## src/rtl/trng_pkg.sv

```systemverilog
// Shared types and default thresholds for the TRNG post-processing block.
package trng_pkg;

   typedef enum logic [1:0] {
      ST_IDLE   = 2'd0,
      ST_WARMUP = 2'd1,
      ST_RUN    = 2'd2,
      ST_ALARM  = 2'd3
   } trng_state_t;

   localparam int DEF_WORD_W     = 32;
   localparam int DEF_WARMUP     = 256;
   localparam int DEF_RCT_CUTOFF = 34;
   localparam int DEF_APT_WINDOW = 1024;
   localparam int DEF_APT_CUTOFF = 589;

endpackage

```

## src/rtl/trng_health_test.sv

```systemverilog
// Repetition-count and adaptive-proportion health tests on the raw bitstream.
// fail_o is combinational on the sample being presented this cycle.
module trng_health_test
   import trng_pkg::*;
#(
   parameter int RCT_CUTOFF = DEF_RCT_CUTOFF,
   parameter int APT_WINDOW = DEF_APT_WINDOW,
   parameter int APT_CUTOFF = DEF_APT_CUTOFF
) (
   input  logic clk,
   input  logic rst_n,
   input  logic sample_i,
   input  logic sample_en_i,
   input  logic restart_i,
   output logic fail_o
);

   localparam int RCT_W = $clog2(RCT_CUTOFF + 1);
   localparam int WIN_W = $clog2(APT_WINDOW);
   localparam int APT_W = $clog2(APT_WINDOW + 1);
   localparam logic [RCT_W-1:0] RCT_MAX = RCT_W'(RCT_CUTOFF);
   localparam logic [APT_W-1:0] APT_MAX = APT_W'(APT_CUTOFF);

   logic             last_q, last_d;
   logic [RCT_W-1:0] run_cnt_q, run_cnt_d;
   logic [WIN_W-1:0] win_cnt_q, win_cnt_d;
   logic             ref_q, ref_d;
   logic [APT_W-1:0] apt_cnt_q, apt_cnt_d;

   always_comb begin
      last_d    = last_q;
      run_cnt_d = run_cnt_q;
      win_cnt_d = win_cnt_q;
      ref_d     = ref_q;
      apt_cnt_d = apt_cnt_q;
      fail_o    = 1'b0;
      if (restart_i) begin
         last_d    = 1'b0;
         run_cnt_d = '0;
         win_cnt_d = '0;
         ref_d     = 1'b0;
         apt_cnt_d = '0;
      end else if (sample_en_i) begin
         last_d = sample_i;
         // run_cnt==0 means no previous sample since restart
         if (run_cnt_q == '0 || sample_i != last_q) begin
            run_cnt_d = RCT_W'(1);
         end else if (run_cnt_q != RCT_MAX) begin
            run_cnt_d = run_cnt_q + 1'b1;
         end
         if (win_cnt_q == '0) begin
            ref_d     = sample_i;
            apt_cnt_d = APT_W'(1);
         end else if (sample_i == ref_q) begin
            apt_cnt_d = apt_cnt_q + 1'b1;
         end
         win_cnt_d = win_cnt_q + 1'b1;
         fail_o    = (run_cnt_d == RCT_MAX) || (apt_cnt_d == APT_MAX);
      end
   end

   always_ff @(posedge clk or negedge rst_n) begin
      if (!rst_n) begin
         last_q    <= 1'b0;
         run_cnt_q <= '0;
         win_cnt_q <= '0;
         ref_q     <= 1'b0;
         apt_cnt_q <= '0;
      end else begin
         last_q    <= last_d;
         run_cnt_q <= run_cnt_d;
         win_cnt_q <= win_cnt_d;
         ref_q     <= ref_d;
         apt_cnt_q <= apt_cnt_d;
      end
   end

endmodule

```

## src/rtl/trng_postproc.sv

```systemverilog
// TRNG post-processor: warm-up/run/alarm FSM, Von Neumann debiasing and word packing.
// Output handshake: a word transfers on a clk edge where rd_valid & rd_ready; rd_data holds while rd_valid & !rd_ready.
module trng_postproc
   import trng_pkg::*;
#(
   parameter int WORD_W     = DEF_WORD_W,
   parameter int WARMUP     = DEF_WARMUP,
   parameter int RCT_CUTOFF = DEF_RCT_CUTOFF,
   parameter int APT_WINDOW = DEF_APT_WINDOW,
   parameter int APT_CUTOFF = DEF_APT_CUTOFF
) (
   input  logic              clk,
   input  logic              rst_n,
   input  logic              enable,
   input  logic              raw_bit,
   input  logic              clear_alarm,
   output logic [WORD_W-1:0] rd_data,
   output logic              rd_valid,
   input  logic              rd_ready,
   output logic              alarm,
   output logic              busy,
   output trng_state_t       dbg_state_o
);

   localparam int WARM_W = $clog2(WARMUP);
   localparam int CNT_W  = $clog2(WORD_W + 1);
   localparam logic [WARM_W-1:0] WARM_LAST = WARM_W'(WARMUP - 1);
   localparam logic [CNT_W-1:0]  FULL      = CNT_W'(WORD_W);

   trng_state_t       state_q, state_d;
   logic [WARM_W-1:0] warm_cnt_q, warm_cnt_d;
   logic              pair_phase_q, pair_phase_d;
   logic              pair_first_q, pair_first_d;
   logic [WORD_W-1:0] word_q, word_d;
   logic [CNT_W-1:0]  bit_cnt_q, bit_cnt_d;
   logic [WORD_W-1:0] rd_data_q, rd_data_d;
   logic              rd_valid_q, rd_valid_d;

   logic              hlth_fail;
   logic              emit_v;
   logic              emit_bit;
   logic              out_free;
   logic [WORD_W-1:0] word_shift;

   trng_health_test #(
      .RCT_CUTOFF (RCT_CUTOFF),
      .APT_WINDOW (APT_WINDOW),
      .APT_CUTOFF (APT_CUTOFF)
   ) u_health (
      .clk         (clk),
      .rst_n       (rst_n),
      .sample_i    (raw_bit),
      .sample_en_i (state_q == ST_RUN),
      .restart_i   (state_q != ST_RUN),
      .fail_o      (hlth_fail)
   );

   // Pair phase drops back to 0 whenever we are not cleanly continuing RUN.
   always_comb begin
      pair_phase_d = 1'b0;
      pair_first_d = pair_first_q;
      emit_v       = 1'b0;
      emit_bit     = pair_first_q;
      if (state_q == ST_RUN && enable && !hlth_fail) begin
         if (!pair_phase_q) begin
            pair_phase_d = 1'b1;
            pair_first_d = raw_bit;
         end else begin
            emit_v = (pair_first_q != raw_bit);
         end
      end
   end

   assign out_free   = !rd_valid_q || rd_ready;
   assign word_shift = {emit_bit, word_q[WORD_W-1:1]};

   always_comb begin
      state_d    = state_q;
      warm_cnt_d = '0;
      word_d     = word_q;
      bit_cnt_d  = bit_cnt_q;
      rd_data_d  = rd_data_q;
      rd_valid_d = rd_valid_q && !rd_ready;
      case (state_q)
         ST_IDLE: begin
            if (enable) state_d = ST_WARMUP;
         end
         ST_WARMUP: begin
            if (!enable) begin
               state_d = ST_IDLE;
            end else if (warm_cnt_q == WARM_LAST) begin
               state_d = ST_RUN;
            end else begin
               warm_cnt_d = warm_cnt_q + 1'b1;
            end
         end
         ST_RUN: begin
            if (!enable) begin
               state_d   = ST_IDLE;
               word_d    = '0;
               bit_cnt_d = '0;
            end else if (hlth_fail) begin
               state_d    = ST_ALARM;
               word_d     = '0;
               bit_cnt_d  = '0;
               rd_valid_d = 1'b0;
            end else if (bit_cnt_q == FULL) begin
               // Held word goes out as soon as the output slot frees; bits emitted meanwhile are lost.
               if (out_free) begin
                  rd_data_d  = word_q;
                  rd_valid_d = 1'b1;
                  bit_cnt_d  = '0;
               end
            end else if (emit_v) begin
               if (bit_cnt_q == FULL - 1'b1) begin
                  if (out_free) begin
                     rd_data_d  = word_shift;
                     rd_valid_d = 1'b1;
                     bit_cnt_d  = '0;
                  end else begin
                     word_d    = word_shift;
                     bit_cnt_d = FULL;
                  end
               end else begin
                  word_d    = word_shift;
                  bit_cnt_d = bit_cnt_q + 1'b1;
               end
            end
         end
         ST_ALARM: begin
            if (clear_alarm) state_d = enable ? ST_WARMUP : ST_IDLE;
         end
         default: state_d = ST_IDLE;
      endcase
   end

   always_ff @(posedge clk or negedge rst_n) begin
      if (!rst_n) begin
         state_q      <= ST_IDLE;
         warm_cnt_q   <= '0;
         pair_phase_q <= 1'b0;
         pair_first_q <= 1'b0;
         word_q       <= '0;
         bit_cnt_q    <= '0;
         rd_data_q    <= '0;
         rd_valid_q   <= 1'b0;
      end else begin
         state_q      <= state_d;
         warm_cnt_q   <= warm_cnt_d;
         pair_phase_q <= pair_phase_d;
         pair_first_q <= pair_first_d;
         word_q       <= word_d;
         bit_cnt_q    <= bit_cnt_d;
         rd_data_q    <= rd_data_d;
         rd_valid_q   <= rd_valid_d;
      end
   end

   assign rd_data     = rd_data_q;
   assign rd_valid    = rd_valid_q;
   assign alarm       = (state_q == ST_ALARM);
   assign busy        = (state_q == ST_WARMUP) || (state_q == ST_RUN);
   assign dbg_state_o = state_q;

endmodule
```

## config.mk

```make
export PLATFORM = sky130hd
export DESIGN_NAME = trng_postproc
export DESIGN_NICKNAME = d
export VERILOG_FILES = /design/src/rtl/trng_pkg.sv /design/src/rtl/trng_health_test.sv /design/src/rtl/trng_postproc.sv
export SDC_FILE = /design/constraint.sdc
export NUM_CORES = 1
export LEC_CHECK = 0
export CAP_MARGIN = 20
export CORE_ASPECT_RATIO = 0.6
export CORE_MARGIN = 4
export CORE_UTILIZATION = 45
export DETAILED_ROUTE_END_ITERATION = 12
export PLACE_DENSITY = 0.65
export RECOVER_POWER = 25
export SLEW_MARGIN = 40
export SYNTH_ARGS = -nofsm -noshare
export SYNTH_HDL_FRONTEND = slang
export SYNTH_SLANG_ARGS = --single-unit
export TNS_END_PERCENT = 1
```

## constraint.sdc

```tcl
create_clock -name clk -period 8.7 [get_ports clk]
set_input_delay 1.305 -clock clk [delete_from_list [all_inputs] [get_ports clk]]
set_output_delay 1.305 -clock clk [all_outputs]
set_load 0.02 [all_outputs]
```

==> results of run 1 <==
==> cell usage in the layout, fill, tap and decap left out, drive strengths merged, types with 5 or more instances in the layout <==
cell	Yosys	final
ha	14	14
a31oi	5	5
o21ai	13	13
clkdlybuf4s50	0	39
nand2	124	124
xor2	15	15
nor2	44	44
dfrtp	112	112
buf	7	5
mux2i	5	5
a21oi	9	9
inv	17	21
nand4	5	5
nor4	5	5
clkbuf	15	10
and3	9	9
xnor2	18	18
mux2	34	34
nand3	21	21
a22o	32	32
==> path summary, 6_finish.rpt <==
check | to | cells after the start
min reg2reg | warm_cnt_q[0] | 1
min | warm_cnt_q[0] | 1
max | rd_data[26] | 9
min in group asynchronous | rd_data[26] | 1
max in group asynchronous | word_q[3] | 2
max reg2reg | rd_data[26] | 9
==> per-layer routing <==
metal  vias up  track usage
met1      1960        0.258
met3         9       0.0429
met2        75        0.234
li1       1953            -
met4         0       0.0392
met5         -            0
==> through the flow <==
step	setup slack, ps	area, um2
4_1_cts	4370	6400
3_3_place_gp	4090	6100
6_report	4300	6390
3_5_place_dp	4000	6100
2_1_floorplan	5100	5550
5_1_grt	4090	6390
==> flip-flops by register name, summed over array words and instances, names as in the netlist <==
register,count
bit_cnt_q,6
dbg_state_o,2
emit_bit,1
pair_phase_q,1
rd_data,32
rd_valid,1
u_health.apt_cnt_q,11
u_health.last_q,1
u_health.ref_q,1
u_health.run_cnt_q,6
u_health.win_cnt_q,10
warm_cnt_q,8
word_q,32
==> critical path, cell delays in order <==
cell,delay (ps)
dlygate4sd3_1,770
xor2_2,520
mux2_2,400
o211a_1,130
and4_4,180
a21bo_4,250
nor4b_4,250
buf_4,410
mux2_2,390
==> synthesized netlist by cell type (all sizes together) (4+ instances only) <==
cell / count
a31oi: 5
or3: 4
xnor2: 18
and3: 9
ha: 14
nand3: 21
nor4: 5
nand2: 124
clkbuf: 15
nand4: 5
xor2: 15
a22o: 32
nor2b: 4
mux2i: 5
mux2: 34
buf: 7
nor2: 44
a21oi: 9
inv: 17
o21ai: 13
dfrtp: 112
==> kinds of logic (layout without fill, tap and decap cells) <==
family | Yosys count | in the layout | share of synthesized area
AOI/OAI and AO/OA | 77 | 77 | 0.104
buffers and inverters | 39 | 80 | 0.0336
and+or+nand+nor | 234 | 234 | 0.193
DFF | 112 | 112 | 0.505
adders and majority gates | 14 | 14 | 0.0316
xor gates and xnor gates | 33 | 33 | 0.0548
muxes | 39 | 39 | 0.0781
==> report_power, final <==
group	total [mW]	leakage (nW)	internal, mW	switching, mW
Clock	0.410	0.139	0.203	0.206
Combinational	0.184	1.29	0.0707	0.113
Sequential	0.573	1.54	0.544	0.0297
==> layout make-up <==
cell class	instances	area, um2	area share
repair buffers	47	455	0.0712
clock buffers	9	225	0.0352
clock inverters	7	71.3	0.0112
flip-flops and latches	112	2800	0.438
inverters	17	63.8	0.00998
multi-input cells	397	2570	0.402
well taps	165	206	0.0323
==> results.json, run 1 <==
{
  "grt_pass1_vias": 3787,
  "die_x_um": 151,
  "required_ps": 8940,
  "clk_pin_slew_worst_paths_ps": 80,
  "drv_slew": 35,
  "dp_cells": 738,
  "pin_count": 43,
  "grt_pass1_wl_mm": 19.1,
  "num_rows": 31,
  "synth_flop_cell": "dfrtp_1",
  "start_kind": "input port",
  "startpoint": "raw_bit",
  "routedWlPerCell_um": 14.6,
  "synth_seq_cells": 112,
  "violations": "capacitance limit, slew limit",
  "synth_top_area_share": 0.505,
  "end_kind": "flop",
  "relSlewSlack": -0.175,
  "h-tree-depth": 3,
  "portBuffers": 42,
  "clock_latency_ps": 350,
  "fin_crit_ps": 4400,
  "post-cts-setup-buffers": 0,
  "drc_errors": 0,
  "yosysTopAreaCell": "dfrtp_1",
  "wl_met3_um": 492,
  "vias": 3997,
  "vdd_ir_drop_max_mv": 0.0965,
  "numClockSinks": 112,
  "rsz0062_at_grt": "false",
  "first_iter_violations": 357,
  "core_um2": 12100,
  "start_util": 0.460,
  "utilization": 0.530,
  "syn-cell-area_um2": 5550,
  "min_from": "warm_cnt_q[0]",
  "worstSetupPathType": "in -> reg",
  "status": "finished, violations left",
  "min_period_over_period": 0.506,
  "synth.avg_cell_area_um2": 10.1,
  "avgViaCountPerCell": 5.30,
  "ys_async_sr_fraction": 1.00,
  "final_cells": 754,
  "skew_ps": 8.58,
  "final.fill_count": 1054,
  "hold_slack_ps": 484,
  "drv_cap": 1,
  "ant_nets": 0,
  "cts_max_path_buffers": 2,
  "p_total_mw": 1.17,
  "gp_congestion": 0.833,
  "synthTopCellsByArea": "dfrtp_1 (51%), nand2_1 (8.4%), mux2_2 (5.9%)",
  "netlist_instances": 548,
  "synth_nets": 568,
  "rr_startpoint": "u_health.apt_cnt_q[0]",
  "ff2ff_setup_slack_ps": 5560,
  "drive_gt1_frac": 0.107,
  "antenna_found_initial": 0,
  "cts-root-buf": "clkbuf_16",
  "postCtsHoldBufs": 0,
  "grt-ovfl-total": 0,
  "power.density_nw_per_um2": 183,
  "hold_violations": 0,
  "yosysSeqAreaShare": 0.505,
  "synthesis.yosys.warnings": 0,
  "numCtsBuffers": 9,
  "antenna_cells": 0,
  "tightestPinTransition_ps": 1760,
  "synth-edff-count": 0,
  "fmax_mhz": 227,
  "hold_class": "reg -> reg",
  "drt_first_pass_iters": 5,
  "cts_tree": "done",
  "setup_violations": 0,
  "nNetsFinal": 604,
  "crit_arrival_ps": 4640,
  "top_layer_used": "met4",
  "grtUsageTotal": 0.167,
  "leakage_nw": 2.97,
  "cts_resized": 0,
  "synth.distinct_cells": 51,
  "routed_wl_mm": 11.0,
  "die_h_um": 94.0,
  "met1Wirelength_mm": 5.67,
  "tns_ps": 0,
  "area.growth.synth_to_final_pct": 15.3,
  "dp_hpwl_mm": 7.45,
  "route.met2.wl_mm": 4.72,
  "grt_max_degree": 80,
  "cp_max_fo": 32,
  "dieArea_um2": 14200
}
No activity file was read; power rests on OpenSTA's default activity.
==> run 2: changes to the inputs <==
Settings changed: PLACE_DENSITY 0.65 to 0.68.
Clock period 8.7 ns to 3.6 ns, I/O delays scaled along.
==> run 2 against run 1 <==
The run still ends with capacitance limit, slew limit left. Hold slack better by 3.3 ps. Clock power is 150% higher. Global-route usage is 0.24 points higher. Wire length is 3.7% higher. Non-clock buffer count is 5 higher. First-iteration DRC count is 1.4% lower. Total power is 140% higher. Core utilization is 0.41 points higher. Sequential cell count stayed put. Critical endpoint unchanged. Largest power group unchanged.
==> results.json, run 2 (synthesis results as in run 1) <==
{
  "status": "finished, violations left",
  "violations": "capacitance limit, slew limit",
  "leakage_nw": 3.00,
  "gp_congestion": 0.821,
  "min_period_over_period": 0.858,
  "power.density_nw_per_um2": 443,
  "start_util": 0.460,
  "portBuffers": 42,
  "tns_ps": 0,
  "drt_first_pass_iters": 4,
  "worstSetupPathType": "in -> reg",
  "grt_max_degree": 42,
  "drv_slew": 42,
  "pin_count": 43,
  "skew_ps": 10.2,
  "antenna_cells": 0,
  "utilization": 0.534,
  "postCtsHoldBufs": 0,
  "mostFrequentLayoutCells": "nand2_1 (124), dfrtp_1 (112), nor2_1 (43)",
  "crit_arrival_ps": 3340,
  "cts-root-buf": "clkbuf_16",
  "hold_class": "reg -> reg",
  "rr_startpoint": "u_health.apt_cnt_q[0]",
  "nNetsFinal": 609,
  "startpoint": "raw_bit",
  "tightestPinTransition_ps": 2230,
  "hold_slack_ps": 488,
  "drv_cap": 1,
  "dieArea_um2": 14200,
  "drive_gt1_frac": 0.113,
  "fmax_mhz": 324,
  "rsz0062_at_grt": "false",
  "avgViaCountPerCell": 5.29,
  "dp_hpwl_mm": 7.79,
  "post-cts-setup-buffers": 0,
  "antenna_found_initial": 0,
  "first_iter_violations": 352,
  "area.growth.synth_to_final_pct": 16.2,
  "clk_pin_slew_worst_paths_ps": 80,
  "numClockSinks": 112,
  "hold_violations": 0,
  "ff2ff_setup_slack_ps": 600,
  "vdd_ir_drop_max_mv": 0.232,
  "routedWlPerCell_um": 15.0,
  "final_common_cell": "nand2_1",
  "die_h_um": 94.0,
  "cts_tree": "done",
  "grt-ovfl-total": 0,
  "fin_crit_ps": 3090,
  "setup_violations": 0,
  "start_kind": "input port",
  "cts_max_path_buffers": 2,
  "cp_max_fo": 32,
  "grt_pass1_wl_mm": 19.3,
  "numCtsBuffers": 9,
  "worstReg2RegEnd": "rd_data[26]",
  "grtUsageTotal": 0.170,
  "die_x_um": 151,
  "design_area_um2": 6440,
  "placed_cell_area_um2": 6150,
  "relSlewSlack": -0.486,
  "h-tree-depth": 3,
  "drc_errors": 0,
  "routed_wl_mm": 11.4,
  "required_ps": 3850,
  "core_um2": 12100,
  "rr_worst_depth": 9,
  "num_rows": 31,
  "grt_pass1_vias": 3847,
  "cts_resized": 0,
  "vias": 4018,
  "cp-endpoint": "rd_data[26]",
  "clock_latency_ps": 360,
  "p_total_mw": 2.86,
  "ant_nets": 0,
  "end_kind": "flop"
}
## run 2: cell types whose count changed in the layout (fill, tap and decap cells not counted), moves of 2 or more
cell,delta
buf_4,+3
clkdlybuf4s50_1,+2
clkinvlp_4,-2
dlygate4sd3_1,-2
## run 2: power by group
part,switching (mW),total [mW],leakage [nW],internal [mW]
Combinational,0.278,0.455,1.31,0.177
Sequential,0.0746,1.39,1.54,1.31
Clock,0.513,1.01,0.150,0.499
## run 2: stage by stage
step / std cells / setup slack [ps]
4_1_cts: 759 / 520
2_1_floorplan: 548 / 767
3_5_place_dp: 743 / 136
3_3_place_gp: 743 / 180
5_1_grt: 759 / 300
6_report: 759 / 510
## run 2: how the worst min path moves through the flow
stage / start / endpoint / depth (start not counted)
2_1_floorplan: rst_n / bit_cnt_q[0] / 0
3_3_place_gp: u_health.win_cnt_q[0] / u_health.win_cnt_q[0] / 1
3_5_place_dp: warm_cnt_q[0] / warm_cnt_q[0] / 1
4_1_cts: rst_n / u_health.run_cnt_q[2] / 1
5_1_grt: rd_data[13] / rd_data[13] / 1
6_report: warm_cnt_q[0] / warm_cnt_q[0] / 1
## run 2: cell type report
cell class / instances / area [um2]
Fill cell: 1077 / 5620
Sequential cell: 112 / 2800
Multi-Input combinational cell: 397 / 2570
Timing Repair Buffer: 52 / 495
Clock buffer: 9 / 225
Tap cell: 165 / 206
Clock inverter: 7 / 81.3
Inverter: 17 / 63.8
## run 2: metal layers
layer,GRT usage,wire length (um),up-vias
met5,0,0,-
met4,0.0430,76,0
met3,0.0381,529,7
met2,0.238,4880,79
met1,0.264,5900,1972
li1,-,-,1960
## run 2: critical path, stage by stage
cell and delay (ps):
clkdlybuf4s50_1 520, xor2_2 400, buf_4 220, o31a_1 130, o21ai_0 130, a21boi_1 190, a21bo_4 290, nor4b_4 310
buf_12 250, mux2_2 350
==> edit 1 (flow settings as in run 2) <==
`word_q` and `rd_data_q` no longer have a reset.
--- a/src/rtl/trng_postproc.sv
+++ b/src/rtl/trng_postproc.sv
@@ -140,20 +140,21 @@
          warm_cnt_q   <= '0;
          pair_phase_q <= 1'b0;
          pair_first_q <= 1'b0;
-         word_q       <= '0;
          bit_cnt_q    <= '0;
-         rd_data_q    <= '0;
          rd_valid_q   <= 1'b0;
       end else begin
          state_q      <= state_d;
          warm_cnt_q   <= warm_cnt_d;
          pair_phase_q <= pair_phase_d;
          pair_first_q <= pair_first_d;
-         word_q       <= word_d;
          bit_cnt_q    <= bit_cnt_d;
-         rd_data_q    <= rd_data_d;
          rd_valid_q   <= rd_valid_d;
       end
+   end
+
+   always_ff @(posedge clk) begin
+      word_q    <= word_d;
+      rd_data_q <= rd_data_d;
    end
 
    assign rd_data     = rd_data_q;
Formal check against the unedited RTL: same outputs for any inputs over 4 cycles, from zero or initial values and one cycle with rst_n low; that may be too few to reach the edited logic, so the function may still have changed.
==> edit 1 against run 2 <==
  * The flow still finishes with violations (max-capacitance violations, max-slew violations)
  * Via count is 5.4% lower
  * Design area is 1.7% lower
  * Clock power is 4% lower
  * Synthesized cell count is 7.8% lower
  * Global-route usage is 1.0 points lower
  * Register-to-register slack worse by 0.27 ns
  * Largest power group unchanged
  * Routed wire length is 7.3% lower
  * Critical path depth is 1 lower
  * Area after synthesis is 3.4% lower
  * Setup slack worse by 0.18 ns
  * Combinational power is 22% higher
  * Sequential cell count stayed put
  * Non-clock buffer count is 3 higher
  * Total power is 8.0% higher
==> edit 1: results (changes against run 2) <==
- Failing checks: max-capacitance violations, max-slew violations
- Hold Path Class: register to register
- Largest net degree at the start of global routing: 49 (+17%)
- Share of cells above drive strength 1: 0.0754 (-0.0374)
- Reg-to-reg setup timing slack: 0.33 ns (-0.27 ns)
- Initial DRT Pass Iterations: 5 (+1)
- Leak pwr: 2.51 nW (-16%)
- Final wirelength: 10.6 mm (-7.3%)
- Post-synth EDFFs: 64 (+64)
- Worst slew pin tran: 2.68 ns (+0.452 ns)
- Vias in the first global route: 3452 (-10%)
- Register area share after synthesis: 0.583 (+0.0777)
- Worst EP arrival: 3.33 ns (about the same)
- Most instantiated cells after synthesis: nand2_1, edfxtp_1, dfrtp_1
- Outcome: complete, but fails checks
- CP peak stage delay: 0.47 ns (-0.05 ns)
- Worst Skew: 0.00854 ns (-0.00169 ns)
- Fin cells: 717 (-5.5%)
- FF-to-FF End: word_q[29]$_SDFFCE_PN0P_
- Post-DP HPWL: 7.11 mm (-8.7%)
- GPL Wtd Cong: 0.854 (+4.0%)
- CP startpoint: u_health.win_cnt_q[0]$_DFF_PN0_
- Reg2reg start: u_health.win_cnt_q[0]$_DFF_PN0_
- Sw frac: 0.295 (-0.00790)
- Top Family by Delay on Critical Path: compound AO/OA/AOI/OAI gates
- Post-CTS setup buffers: 0 (unchanged)
- Maximum capacitance violations: 1 (unchanged)
- Final nets: 572 (-6.1%)
- First-pass GRT wire length: 17.5 mm (-9.3%)
- Distinct cells, synth: 52 (+2.0%)
- Pre-CTS WS: 0.113 ns (-0.0234 ns)
- Routed vias: 3803 (-5.4%)
- Synth area leaders: edfxtp_1, dfrtp_1, nand2_1
- Syn Area/Cell: 10.6 sq um (+4.8%)
- Post-synth ARST share: 0.429 (-0.571)
- Slew Viols, Final: 49 (+17%)
- Max Clock Freq: 305 MHz (-5.6%)
- Maximum clock path buffer count: 2 (unchanged)
- Syn Nets: 525 (-7.6%)
- Placed cell count: 701 (-5.7%)
- GRT Overall Usage: 0.160 (-0.0103)
- Critical-path cell with the highest stage delay: or3b_2
- Placed cell area: 6050 sq um (-1.5%)
edit 1: changes by cell type after synthesis, sizes merged, moves of 7 or more:
cell           run 2  this run
a22o              32         3
mux2              34         3
edfxtp             0        64
and2               3        36
dfrtp            112        48
buf                7         0
edit 1: logic make-up (layout without fill, tap and decap cells):
kind of cell / after synthesis / after routing / synth area share
muxes: 5 / 5 / 0.0100
and+or+nand+nor: 261 / 261 / 0.230
AOI/OAI and AO/OA: 49 / 49 / 0.0703
xor gates and xnor gates: 31 / 31 / 0.0507
buffers and inverters: 33 / 85 / 0.0231
DFF: 112 / 112 / 0.583
adders and majority gates: 14 / 14 / 0.0327
edit 1: worst min-delay path by stage:
stage	startpoint	endpoint	slack, ns	cells after the start
2_1_floorplan	rst_n	bit_cnt_q[0]$_DFFE_PN0P_	0.24	0
3_3_place_gp	u_health.win_cnt_q[0]$_DFF_PN0_	u_health.win_cnt_q[0]$_DFF_PN0_	0.47	1
3_5_place_dp	pair_phase_q$_DFF_PN0_	pair_phase_q$_DFF_PN0_	0.47	1
4_1_cts	rst_n	u_health.win_cnt_q[0]$_DFF_PN0_	0.22	1
5_1_grt	u_health.win_cnt_q[0]$_DFF_PN0_	u_health.win_cnt_q[0]$_DFF_PN0_	0.50	1
6_report	u_health.win_cnt_q[0]$_DFF_PN0_	u_health.win_cnt_q[0]$_DFF_PN0_	0.48	1
edit 1: cell type report:
cell class | count | area, sq um
clock buffer | 9 | 225
clock inverter | 7 | 63.8
fill | 984 | 5110
inverter | 14 | 52.6
multi-input combinational | 360 | 2140
sequential | 112 | 3120
tap | 160 | 200
timing repair buffer | 55 | 533
edit 1: worst reg2reg max path, delay by kind of cell, from the launching register on:
| family | cells | cell delay (ns) |
|---|---|---|
| AO/OA/AOI/OAI | 4 | 1.22 |
| AND/OR/NAND/NOR | 2 | 0.92 |
| flip-flops | 1 | 0.41 |
| buffers and inverters | 2 | 0.29 |
| adder cells (fa/ha/maj) | 1 | 0.13 |
edit 1: per-layer routing:
| metal | track usage | vias up | wire, um |
|---|---|---|---|
| li1 | - | 1840 | - |
| met1 | 0.234 | 1863 | 5400 |
| met2 | 0.233 | 87 | 4590 |
| met3 | 0.0377 | 13 | 415 |
| met4 | 0.0556 | 0 | 157 |
| met5 | 0 | - | 0 |
edit 1: power by group through the flow:
stage | Sequential (mW) | Clock (mW) | Combinational, mW
floorplan | 1.57 | 0 | 0.374
detailed placement | 1.59 | 0 | 0.559
finish | 1.56 | 0.971 | 0.554
global placement | 1.58 | 0 | 0.541
global route | 1.57 | 1.05 | 0.621
CTS | 1.56 | 1.00 | 0.562
==> edit 2 (flow settings as in run 2) <==
Without the edit above. Set the package constant `DEF_WORD_W` to 64 (it was 32).
--- a/src/rtl/trng_pkg.sv
+++ b/src/rtl/trng_pkg.sv
@@ -8,7 +8,7 @@
       ST_ALARM  = 2'd3
    } trng_state_t;
 
-   localparam int DEF_WORD_W     = 32;
+   localparam int DEF_WORD_W     = 64;
    localparam int DEF_WARMUP     = 256;
    localparam int DEF_RCT_CUTOFF = 34;
    localparam int DEF_APT_WINDOW = 1024;
Interface: changed (resized rd_data); port bits go from 43 to 75. No check against the original RTL was run, so the function may have changed too.
==> edit 2 against run 2 <==
  * The flow still finishes with violations (max-capacitance violations, max-slew violations)
  * Area after synthesis up 51%
  * First-iteration DRC count increased by 63%
  * Sequential cell count increased by 65
  * Total power up 63%
  * Routed wire length up 57%
  * Via count up 57%
  * Count of clock-buffer cells in the layout rose by 9
  * Cell count is 61% higher
  * Design area is 55% higher
  * Setup slack lost 0.041 ns
  * Synthesized cell count is 66% higher
  * Core utilization rose by 1.7 points
  * Critical path depth down 1
  * Non-clock buffer count rose by 40
  * Critical endpoint is now bit_cnt_q[4]$_DFFE_PN0P_
==> edit 2: results (changes against run 2) <==
- Sw frac: 0.273 (-0.0298)
- Routed vias: 6292 (+57%)
- Pre-CTS WS: 0.0786 ns (-0.0574 ns)
- Worst Hold Slack: 0.464 ns (-0.0238 ns)
- Fraction of area in multi-input gates: 0.351 (-0.0481)
- Register area share after synthesis: 0.530 (+0.0242)
- Failing checks: max-capacitance violations, max-slew violations
- R2R depth: 10 (+1)
- Reg-to-reg setup timing slack: 0.53 ns (-0.07 ns)
- Clock Buffer Count: 18 (+9)
- CP peak stage delay: 0.60 ns (+0.08 ns)
- Top Family by Delay on Critical Path: simple AND/OR/NAND/NOR gates
- Grt met3 use: 0.0325 (-0.00559)
- Met2 Usage GRT: 0.241 (+0.00370)
- Post-DP HPWL: 11.9 mm (+53%)
- HP Start: pair_phase_q$_DFF_PN0_
- CTS Buf Count: 17 (+8)
- Maximum capacitance violations: 1 (unchanged)
- Placed cell area: 9430 sq um (+53%)
- Met3 wire len: 718 um (+36%)
- Slew Viols, Final: 87 (+110%)
- M1 GR Usage: 0.291 (+0.0270)
- Initial DRC count: 572 (+63%)
- Hold Path Stages: 1 (unchanged)
- Outcome: complete, but fails checks
- FF-to-FF End: bit_cnt_q[6]$_DFFE_PN0P_
- Critical-path cell with the highest stage delay: or4b_4
- VDD IR-drop max: 0.000452 V (+95%)
- Final nets: 988 (+62%)
- WL per Instance: 14.7 um (-2.3%)
- M1 WL: 9.78 mm (+66%)
- Register area: 4430 sq um (+58%)
- Placed cell count: 1189 (+60%)
- Most instantiated cells after synthesis: dfrtp_1, nand2_1, nor2_1
- Area of the multi-input gates: 3510 sq um (+37%)
- Largest net degree at the start of global routing: 104 (+150%)
- Worst setup path end: bit_cnt_q[4]$_DFFE_PN0P_
- Nonclk buf count: 92 (+77%)
- Hold EP: pair_phase_q$_DFF_PN0_
- Worst EP arrival: 3.43 ns (+0.09 ns)
- Share of cells above drive strength 1: 0.0684 (-0.0444)
- GPL Wtd Cong: 0.821 (about the same)
- Metal2 WL: 7.27 mm (+49%)
- ClkCell Share: 0.0604 (+0.0128)
- Worst slew margin: -0.508 (-0.0220)
- GRT Overall Usage: 0.179 (+0.00872)
- H-tree levels: 4 (+1)
- Worst skew pair latency: 0.43 ns (+0.07 ns)
- Inverters: 61 (+44)
- Seq_cells: 177 (+58%)
- First-pass GRT wire length: 30.8 mm (+60%)
- Fillers: 1659 (+54%)
- Leak pwr: 4.18 nW (+39%)
- Final wirelength: 17.9 mm (+57%)
edit 2: changes by cell type after synthesis, moves of 40 or more:
cell	before	now
nor2_1	44	84
o31ai_1	0	46
o21ai_0	12	60
dfrtp_1	112	177
a21oi_1	9	52
inv_1	17	60
nand2_1	124	171
edit 2: cells by family (layout without fill, tap and decap cells):
family / Yosys count / in the layout / synth area share
AND/OR/NAND/NOR: 331 / 331 / 0.170
AO/OA/AOI/OAI: 216 / 216 / 0.158
flip-flops: 177 / 177 / 0.530
buffers and inverters: 114 / 184 / 0.0558
XOR/XNOR: 35 / 35 / 0.0384
multiplexers: 23 / 23 / 0.0278
adder cells (fa/ha/maj): 14 / 14 / 0.0209
edit 2: power groups by stage:
stage	logic [mW]	registers [mW]	clock network, mW
4_1_cts	0.606	2.13	1.96
3_5_place_dp	0.599	2.17	0
2_1_floorplan	0.359	2.16	0
6_report	0.596	2.13	1.92
3_3_place_gp	0.588	2.17	0
5_1_grt	0.667	2.14	2.05
